**src/rtl/dtc_share_sched.sv**
```systemverilog
// dtc_share_sched: round-robin scheduler sharing one external decision-tree
// classifier between two feature-vector requesters (A, B).
//
// A granted feature vector is registered onto cls_feat. The scheduler then waits
// CLS_LAT cycles and samples cls_class. It tags the class with the source id and
// pushes it into a small result FIFO. At most one sample is in flight.
//
// Ports:
//   clk, rst_n          clock, asynchronous active-low reset
//   a_valid/a_feat      requester A request; a_ready is combinational accept
//   b_valid/b_feat      requester B request; b_ready is combinational accept
//   cls_feat            registered feature vector driven to the classifier
//   cls_class           classifier result
//   out_valid/out_class/out_src/out_ready   result FIFO head (src 0=A, 1=B)
//   busy                evaluation in progress (EVAL or WRITE)
//   cnt_a/cnt_b         completed samples per source
//
// Optional feature: define DTC_SCHED_STATS_EN to enable saturating 16-bit
// completion counters. Without it, cnt_a/cnt_b are tied to 0.
module dtc_share_sched #(
   parameter int unsigned FEAT_W     = 9,
   parameter int unsigned CLS_W      = 5,
   parameter int unsigned CLS_LAT    = 1,
   parameter int unsigned FIFO_DEPTH = 4
) (
   input  logic              clk,
   input  logic              rst_n,
   input  logic              a_valid,
   input  logic [FEAT_W-1:0] a_feat,
   output logic              a_ready,
   input  logic              b_valid,
   input  logic [FEAT_W-1:0] b_feat,
   output logic              b_ready,
   output logic [FEAT_W-1:0] cls_feat,
   input  logic [CLS_W-1:0]  cls_class,
   output logic              out_valid,
   output logic [CLS_W-1:0]  out_class,
   output logic              out_src,
   input  logic              out_ready,
   output logic              busy,
   output logic [15:0]       cnt_a,
   output logic [15:0]       cnt_b
);

   localparam int unsigned PTR_W = (FIFO_DEPTH > 1) ? $clog2(FIFO_DEPTH) : 1;
   localparam int unsigned CNT_W = PTR_W + 1;
   localparam int unsigned LAT_W = 4;

   typedef struct packed {
      logic             src;
      logic [CLS_W-1:0] cls;
   } ent_t;

   typedef enum logic [1:0] {IDLE, EVAL, WRITE} state_t;

   state_t            state_q, state_d;
   logic [LAT_W-1:0]  lat_q, lat_d;
   logic [FEAT_W-1:0] feat_q, feat_d;
   logic              src_q, src_d;
   logic              last_q, last_d;
   logic [CLS_W-1:0]  hold_q, hold_d;
   logic              busy_q, busy_d;
   logic              push;

   ent_t              mem [FIFO_DEPTH];
   logic [PTR_W-1:0]  wr_q, wr_d, rd_q, rd_d;
   logic [CNT_W-1:0]  count_q, count_d;
   ent_t              head_q, head_d, push_ent;
   logic              valid_q, valid_d;
   logic              pop;
   logic              space, win_a, win_b;

   // Arbitration: a lone requester wins; on a tie the one not granted last wins.
   assign space = (count_q < CNT_W'(FIFO_DEPTH));
   assign win_a = a_valid && (!b_valid || last_q);
   assign win_b = b_valid && (!a_valid || !last_q);

   // Scheduler next-state and handshake logic.
   always_comb begin
      state_d = state_q;
      lat_d   = lat_q;
      feat_d  = feat_q;
      src_d   = src_q;
      last_d  = last_q;
      hold_d  = hold_q;
      busy_d  = busy_q;
      a_ready = 1'b0;
      b_ready = 1'b0;
      push    = 1'b0;
      case (state_q)
         IDLE: begin
            if (space) begin
               a_ready = win_a;
               b_ready = win_b;
            end
            if (a_ready) begin
               feat_d  = a_feat;
               src_d   = 1'b0;
               last_d  = 1'b0;
               lat_d   = LAT_W'(CLS_LAT);
               busy_d  = 1'b1;
               state_d = EVAL;
            end else if (b_ready) begin
               feat_d  = b_feat;
               src_d   = 1'b1;
               last_d  = 1'b1;
               lat_d   = LAT_W'(CLS_LAT);
               busy_d  = 1'b1;
               state_d = EVAL;
            end
         end
         EVAL: begin
            lat_d = lat_q - LAT_W'(1);
            // Counter reaching zero marks the CLS_LAT-th cycle after cls_feat changed.
            if (lat_q == LAT_W'(1)) begin
               hold_d  = cls_class;
               state_d = WRITE;
            end
         end
         WRITE: begin
            push    = 1'b1;
            busy_d  = 1'b0;
            state_d = IDLE;
         end
         default: begin
            busy_d  = 1'b0;
            state_d = IDLE;
         end
      endcase
   end

   // Result FIFO bookkeeping; the head is kept in registers so out_* are flops.
   always_comb begin
      pop          = valid_q && out_ready;
      push_ent.src = src_q;
      push_ent.cls = hold_q;
      wr_d         = push ? wr_q + PTR_W'(1) : wr_q;
      rd_d         = pop  ? rd_q + PTR_W'(1) : rd_q;
      count_d      = count_q + CNT_W'(push) - CNT_W'(pop);
      valid_d      = (count_d != CNT_W'(0));
      // The pushed entry becomes the head when nothing older survives this cycle.
      if (push && ((count_q == CNT_W'(0)) || (pop && (count_q == CNT_W'(1))))) begin
         head_d = push_ent;
      end else begin
         head_d = mem[rd_d];
      end
   end

   // State and datapath registers.
   always_ff @(posedge clk or negedge rst_n) begin
      if (!rst_n) begin
         state_q <= IDLE;
         lat_q   <= '0;
         feat_q  <= '0;
         src_q   <= 1'b0;
         last_q  <= 1'b1;
         hold_q  <= '0;
         busy_q  <= 1'b0;
      end else begin
         state_q <= state_d;
         lat_q   <= lat_d;
         feat_q  <= feat_d;
         src_q   <= src_d;
         last_q  <= last_d;
         hold_q  <= hold_d;
         busy_q  <= busy_d;
      end
   end

   // FIFO storage, pointers and head registers.
   always_ff @(posedge clk or negedge rst_n) begin
      if (!rst_n) begin
         for (int i = 0; i < int'(FIFO_DEPTH); i++) begin
            mem[i] <= '0;
         end
         wr_q    <= '0;
         rd_q    <= '0;
         count_q <= '0;
         head_q  <= '0;
         valid_q <= 1'b0;
      end else begin
         if (push) begin
            mem[wr_q] <= push_ent;
         end
         wr_q    <= wr_d;
         rd_q    <= rd_d;
         count_q <= count_d;
         head_q  <= head_d;
         valid_q <= valid_d;
      end
   end

   assign cls_feat  = feat_q;
   assign busy      = busy_q;
   assign out_valid = valid_q;
   assign out_class = head_q.cls;
   assign out_src   = head_q.src;

`ifdef DTC_SCHED_STATS_EN
   logic [15:0] cnt_a_q, cnt_b_q;

   // Saturating per-source completion counters.
   always_ff @(posedge clk or negedge rst_n) begin
      if (!rst_n) begin
         cnt_a_q <= '0;
         cnt_b_q <= '0;
      end else if (push) begin
         if (!src_q && (cnt_a_q != 16'hFFFF)) begin
            cnt_a_q <= cnt_a_q + 16'd1;
         end
         if (src_q && (cnt_b_q != 16'hFFFF)) begin
            cnt_b_q <= cnt_b_q + 16'd1;
         end
      end
   end

   assign cnt_a = cnt_a_q;
   assign cnt_b = cnt_b_q;
`else
   assign cnt_a = '0;
   assign cnt_b = '0;
`endif

endmodule

```
**config.mk**
```make
export PLATFORM = sky130hd
export DESIGN_NAME = dtc_share_sched
export DESIGN_NICKNAME = d
export VERILOG_FILES = /design/src/rtl/dtc_share_sched.sv
export SDC_FILE = /design/constraint.sdc
export NUM_CORES = 1
export LEC_CHECK = 0
export ABC_AREA = 0
export CORE_UTILIZATION = 45
export DETAILED_ROUTE_END_ITERATION = 16
export GPL_TIMING_DRIVEN = 0
export HOLD_SLACK_MARGIN = 0.15
export PLACE_DENSITY = 0.89
export SLEW_MARGIN = 20
export SYNTH_ARGS = -nofsm -noshare
export SYNTH_HDL_FRONTEND = slang
export SYNTH_SLANG_ARGS = --single-unit
```
**constraint.sdc**
```tcl
create_clock -name clk -period 1.9 [get_ports clk]
set_input_delay 0.38 -clock clk [delete_from_list [all_inputs] [get_ports clk]]
set_output_delay 0.38 -clock clk [all_outputs]
set_load 0.01 [all_outputs]
```
## Word-level counts from Yosys, hierarchy flattened

Index checks and enable logic that the tools add are counted.

| cells by class | value |
|---|---|
| add/subtract/negate cells | 5 |
| magnitude comparators | 4 |
| equality and inequality tests | 6 |
| mux-type cells | 28 |
| bitwise operators | 3 |
| reductions and logical operators | 22 |

Operators with widths:

| operator | number |
|---|---|
| $bwmux W24 | 1 |
| $mux W6 | 4 |
| $mux W9 | 2 |
| $bmux W6 S2 | 1 |
| $demux W6 S2 | 1 |
| $mux W1 | 10 |
| $reduce_and A2 Y1 | 5 |
| $mux W2 | 4 |
| $mux W4 | 2 |
| $pmux W4 S2 | 1 |
| $ge A3 B3 Y1 const B | 2 |
| $logic_and A1 B1 Y1 | 6 |
| $not A2 Y3 | 2 |
| $add A2 B1 Y2 const B | 2 |
| $eq A4 B1 Y1 const B | 1 |
| $pmux W2 S2 | 1 |
| $reduce_bool A2 Y1 | 2 |
| $sub A4 B1 Y4 const B | 1 |
| $add A3 B1 Y3 | 1 |
| $eq A3 B1 Y1 const B | 1 |
| $logic_not A1 Y1 | 3 |
| $logic_not A3 Y1 | 1 |
| $logic_or A1 B1 Y1 | 3 |
| $lt A3 B1 Y1 const B | 1 |
| 10 further kinds | 10 |

| storage, ports and cells | value |
|---|---|
| bits in registers | 61 |
| input bits | 28 |
| output and inout bits | 51 |
| logic and storage cells | 89 |

## Longest topological paths before layout

| depth | value |
|---|---|
| depth after elaboration | 8 |
| gate-level depth with buffers | 8 |
| gate-level depth less buffers | 8 |

## Worst setup path before layout

Ideal clock, no wire load.

| path | value |
|---|---|
| path kind | register to register |
| start | register valid_q (netlist: out_valid) |
| end | register valid_q (netlist: out_valid) |
| setup time | 131 ps |
| arrival | 1889 ps |
| slack | -121 ps |
| cell stages (with the launch flop) | 9 |
| period minus slack after synthesis | 2021 ps |
| path through | dfrtp_1 nand2_1 nand2_1 nand2_1 ha_1 fa_1 xor2_1 xnor2_1 or3_1 |

| on the way | value |
|---|---|
| cells in the longest elaborated chain, start to end | 3 |

Ends and longest elaborated chain:

| item | RTL line | source |
|---|---|---|
| from (decl) | 69 | `logic valid_q, valid_d;` |
| from (signal assigned) | 189 | `valid_q <= valid_d;` |
| $logic_and A1 B1 Y1 | 134 | `pop = valid_q && out_ready;` |
| $sub A3 B1 Y3 | 139 | `count_d = count_q + CNT_W'(push) - CNT_W'(pop);` |
| net count_d[2] | 67 | `logic [CNT_W-1:0] count_q, count_d;` |
| $reduce_bool A3 Y1 | 140 | `valid_d = (count_d != CNT_W'(0));` |
| net valid_d | 69 |  |

The timed path passes the listed nets, and every way through them passes these cells.
A chain may end at the register's enable or synchronous reset.

## Worst setup path after layout

| path | value |
|---|---|
| start | register last_q |
| end | output a_ready |

| on the way | value |
|---|---|
| cells in the longest elaborated chain, start to end | 5 |

Ends and longest elaborated chain:

| item | RTL line | source |
|---|---|---|
| from (decl) | 60 | `logic last_q, last_d;` |
| from (signal assigned) | 164 | `last_q <= last_d;` |
| $logic_or A1 B1 Y1 | 75 | `assign win_a = a_valid && (!b_valid \|\| last_q);` |
| $logic_and A1 B1 Y1 | 75 |  |
| $mux W1 | 92 | `if (space) begin` |
| $mux W1 (2 in a row) | 90 | `case (state_q)` |
| to (decl) | 30 | `output logic a_ready,` |

No other way between the ends. The select of a mux whose other input is x is not followed.

==> impl_metrics.json <==
{
  "status": "finished clean",
  "clkPwrFrac": 0.162,
  "synth.avg_cell_area_um2": 12.6,
  "fin_util": 0.627,
  "rsz0062_at_grt": "yes",
  "synth_edf_count": 0,
  "hold_violations": 0,
  "clk_pin_slew_ns": 0.07,
  "combPwrFrac": 0.453,
  "synth_cell_types": 39,
  "path_buf_inv": 1,
  "netSwitchingFraction": 0.344,
  "die_area_um2": 7540,
  "overflow": 0,
  "io_pins": 79,
  "ys_seq_area_frac": 0.472,
  "period_share": 0.994,
  "cp.required_ns": 1.52,
  "grt_pass1_wl_um": 11100,
  "fp-row-count": 30,
  "internal-power_mw": 4.26,
  "cpMaxStageDelayCell": "dfstp_2",
  "die_w_um": 86.8,
  "hp-class": "in2async",
  "r2r_slack_ns": 0.03,
  "start_util": 0.472,
  "placed_cell_area_um2": 3970,
  "grt_pass1_vias": 2357,
  "stdcell_area_um2": 4310,
  "clock_tree.buffer_depth": 2,
  "grt_max_degree": 54,
  "multi_input_area_um2": 1570,
  "final_net_count": 395,
  "syn_area_um2": 3240,
  "die_y_um": 86.8,
  "synth_flop_cell": "dfrtp_1",
  "worstSetupEndpointType": "output port",
  "timing.critical_path.from": "last_q$_DFFE_PN1P_",
  "p_seq_frac": 0.385,
  "reg2reg_depth": 6,
  "worst_path_largest_cell_delay_ns": 0.60,
  "antennaDiodeCount": 0,
  "num_vias": 2306,
  "coreArea_um2": 6870,
  "ant_nets": 0,
  "synth.area.top_cells": "dfrtp_1, mux2_2, buf_4",
  "max_freq_mhz": 530,
  "ys_async_sr_fraction": 1.00,
  "regArea_um2": 1530,
  "grt_usage": 0.200,
  "reg2reg_from": "state_q[1]$_DFFE_PN0P_",
  "cts_tree": "yes",
  "critical_path.top_delay_family": "flip-flops",
  "path_cells": "nor2b_4 > nor4_4 > buf_2",
  "drive_gt1_frac": 0.349,
  "cp-start-kind": "flop",
  "gp_congestion": 0.747,
  "dr.pass1.iters": 4,
  "setup-violations-final": 0,
  "synth-seq-cells": 61,
  "ir_drop_mv": 0.838,
  "drt_wl_total_um": 6780,
  "drtIter0Drc": 78,
  "endpoint": "a_ready",
  "cp_num_cells": 3,
  "fillCellCount": 545,
  "synth_top_area_cell": "dfrtp_1",
  "path_class": "reg2out",
  "via_per_inst": 5.01,
  "cts_num_sinks": 61,
  "r2r-end": "out_valid$_DFF_PN0_",
  "routedWlPerCell_um": 14.7,
  "drc_errors": 0,
  "synth.most_common_cell": "dfrtp_1",
  "netlist_instances": 258,
  "dp_hpwl_um": 4660,
  "clk_latency_ns": 0.34,
  "crit_fanout": 11,
  "htree_levels": 3,
  "p_leak_nw": 2.00,
  "power_per_cell_area_nw_per_um2": 1510,
  "synth_top_cell_area_share": 0.463,
  "p_sw_mw": 2.24,
  "port_buffers": 46,
  "fin_skew_ns": 0.00691,
  "slew_viol_final": 0,
  "min_period_ns": 1.89,
  "antenna_found_initial": 0,
  "setup_tns_ns": 0,
  "numCtsBuffers": 9,
  "syn_to_final_growth_pct": 32.9,
  "maxCapViolCount": 0,
  "worstPathArrival_ns": 1.51,
  "cts-root-buf": "clkbuf_8",
  "final_cell_count_no_fill": 460,
  "yosys_warnings": 0,
  "place_inst": 432,
  "synth_commonest_cells": "dfrtp_1, buf_4, mux2_2"
}
power by group through the flow:
stage	sequential, mW	combinational (mW)	clock (mW)
6_report	2.50	2.95	1.05
5_1_grt	2.58	3.22	1.15
4_1_cts	2.49	2.96	1.08
3_5_place_dp	2.50	2.65	0
3_3_place_gp	2.44	2.51	0
2_1_floorplan	2.42	1.78	0
cells in the final DEF (no fill, tap or decap), types with 2 or more instances in the layout:
cell / instances
a21oi_1: 13
clkbuf_8: 12
xnor2_1: 4
or3b_2: 9
nor2_1: 2
or3_1: 7
nand2_1: 11
mux2_1: 4
xor2_1: 2
o221a_2: 3
dfrtp_2: 4
mux4_1: 9
clkbuf_1: 4
a31oi_1: 10
buf_6: 2
nor2b_4: 2
dlygate4sd2_1: 3
clkdlybuf4s50_1: 40
dfrtp_1: 56
buf_4: 48
o221a_1: 3
inv_1: 9
buf_2: 3
mux2_2: 26
conb_1: 32
mux4_2: 3
ha_1: 6
o21ai_0: 12
area by class of cell:
class | instances | share of cell area
multi-input combinational | 179 | 0.365
clock buffer | 15 | 0.0410
sequential | 61 | 0.356
buffer | 36 | 0.0631
timing repair buffer | 63 | 0.138
tap | 96 | 0.0279
inverter | 9 | 0.00785
clock inverter | 1 | 0.00116
through the flow:
stage	setup WS (ns)	hold WS (ns)	power [mW]
after detailed placement	-0.835	0.217	5.15
after floorplan	-0.0263	0.0844	4.20
after global placement	-1.39	0.484	4.96
after global routing	-0.0565	0.407	6.96
final	0.0122	0.406	6.50
after CTS	0.00646	0.402	6.53
what timing repair did:
item,in CTS,in global routing
pin swaps,3,5
endpoints found under the setup margin,3,9
hold buffers,1,0
gates resized for setup,30,1
buffers inserted,12,3
endpoints found under the hold margin,60,0
how the worst min path moves through the flow:
stage / to / slack, ns
floorplan: busy$_DFFE_PN0P_ / 0.08
global placement: mem[21]$_DFFE_PN0P_ / 0.48
detailed placement: out_class[4]$_DFF_PN0_ / 0.22
CTS: out_class[4]$_DFF_PN0_ / 0.40
global route: out_class[4]$_DFF_PN0_ / 0.41
finish: out_class[4]$_DFF_PN0_ / 0.41
logic make-up (layout without fill, tap and decap cells):
logic type | count (synthesis) | after routing | share of synthesized area
AO/OA/AOI/OAI | 46 | 46 | 0.0908
multiplexers | 42 | 42 | 0.198
buffers and inverters | 49 | 124 | 0.0993
XOR/XNOR | 6 | 6 | 0.0162
adder cells (fa/ha/maj) | 8 | 8 | 0.0332
flip-flops | 61 | 61 | 0.472
AND/OR/NAND/NOR | 45 | 45 | 0.0896
other | 1 | 32 | 0.00116
registers in the layout, summed over array words and instances, names as in the netlist:
signal,cells
lat_q,4
out_src,1
wr_q,2
count_q,3
out_class,5
hold_q,5
out_valid,1
rd_q,2
cls_feat,9
mem,24
busy,1
last_q,1
state_q,2
src_q,1
metal layers:
layer / share of wire / track usage / up-vias / wire [µm]
met2: 0.53 / 0.358 / 78 / 3580
met1: 0.40 / 0.226 / 1131 / 2740
met5: 0 / 0 / - / 0
met4: 0.014 / 0.0848 / 0 / 92
li1: - / - / 1086 / -
met3: 0.053 / 0.0524 / 11 / 361
Power figures use the tool's default switching activity.
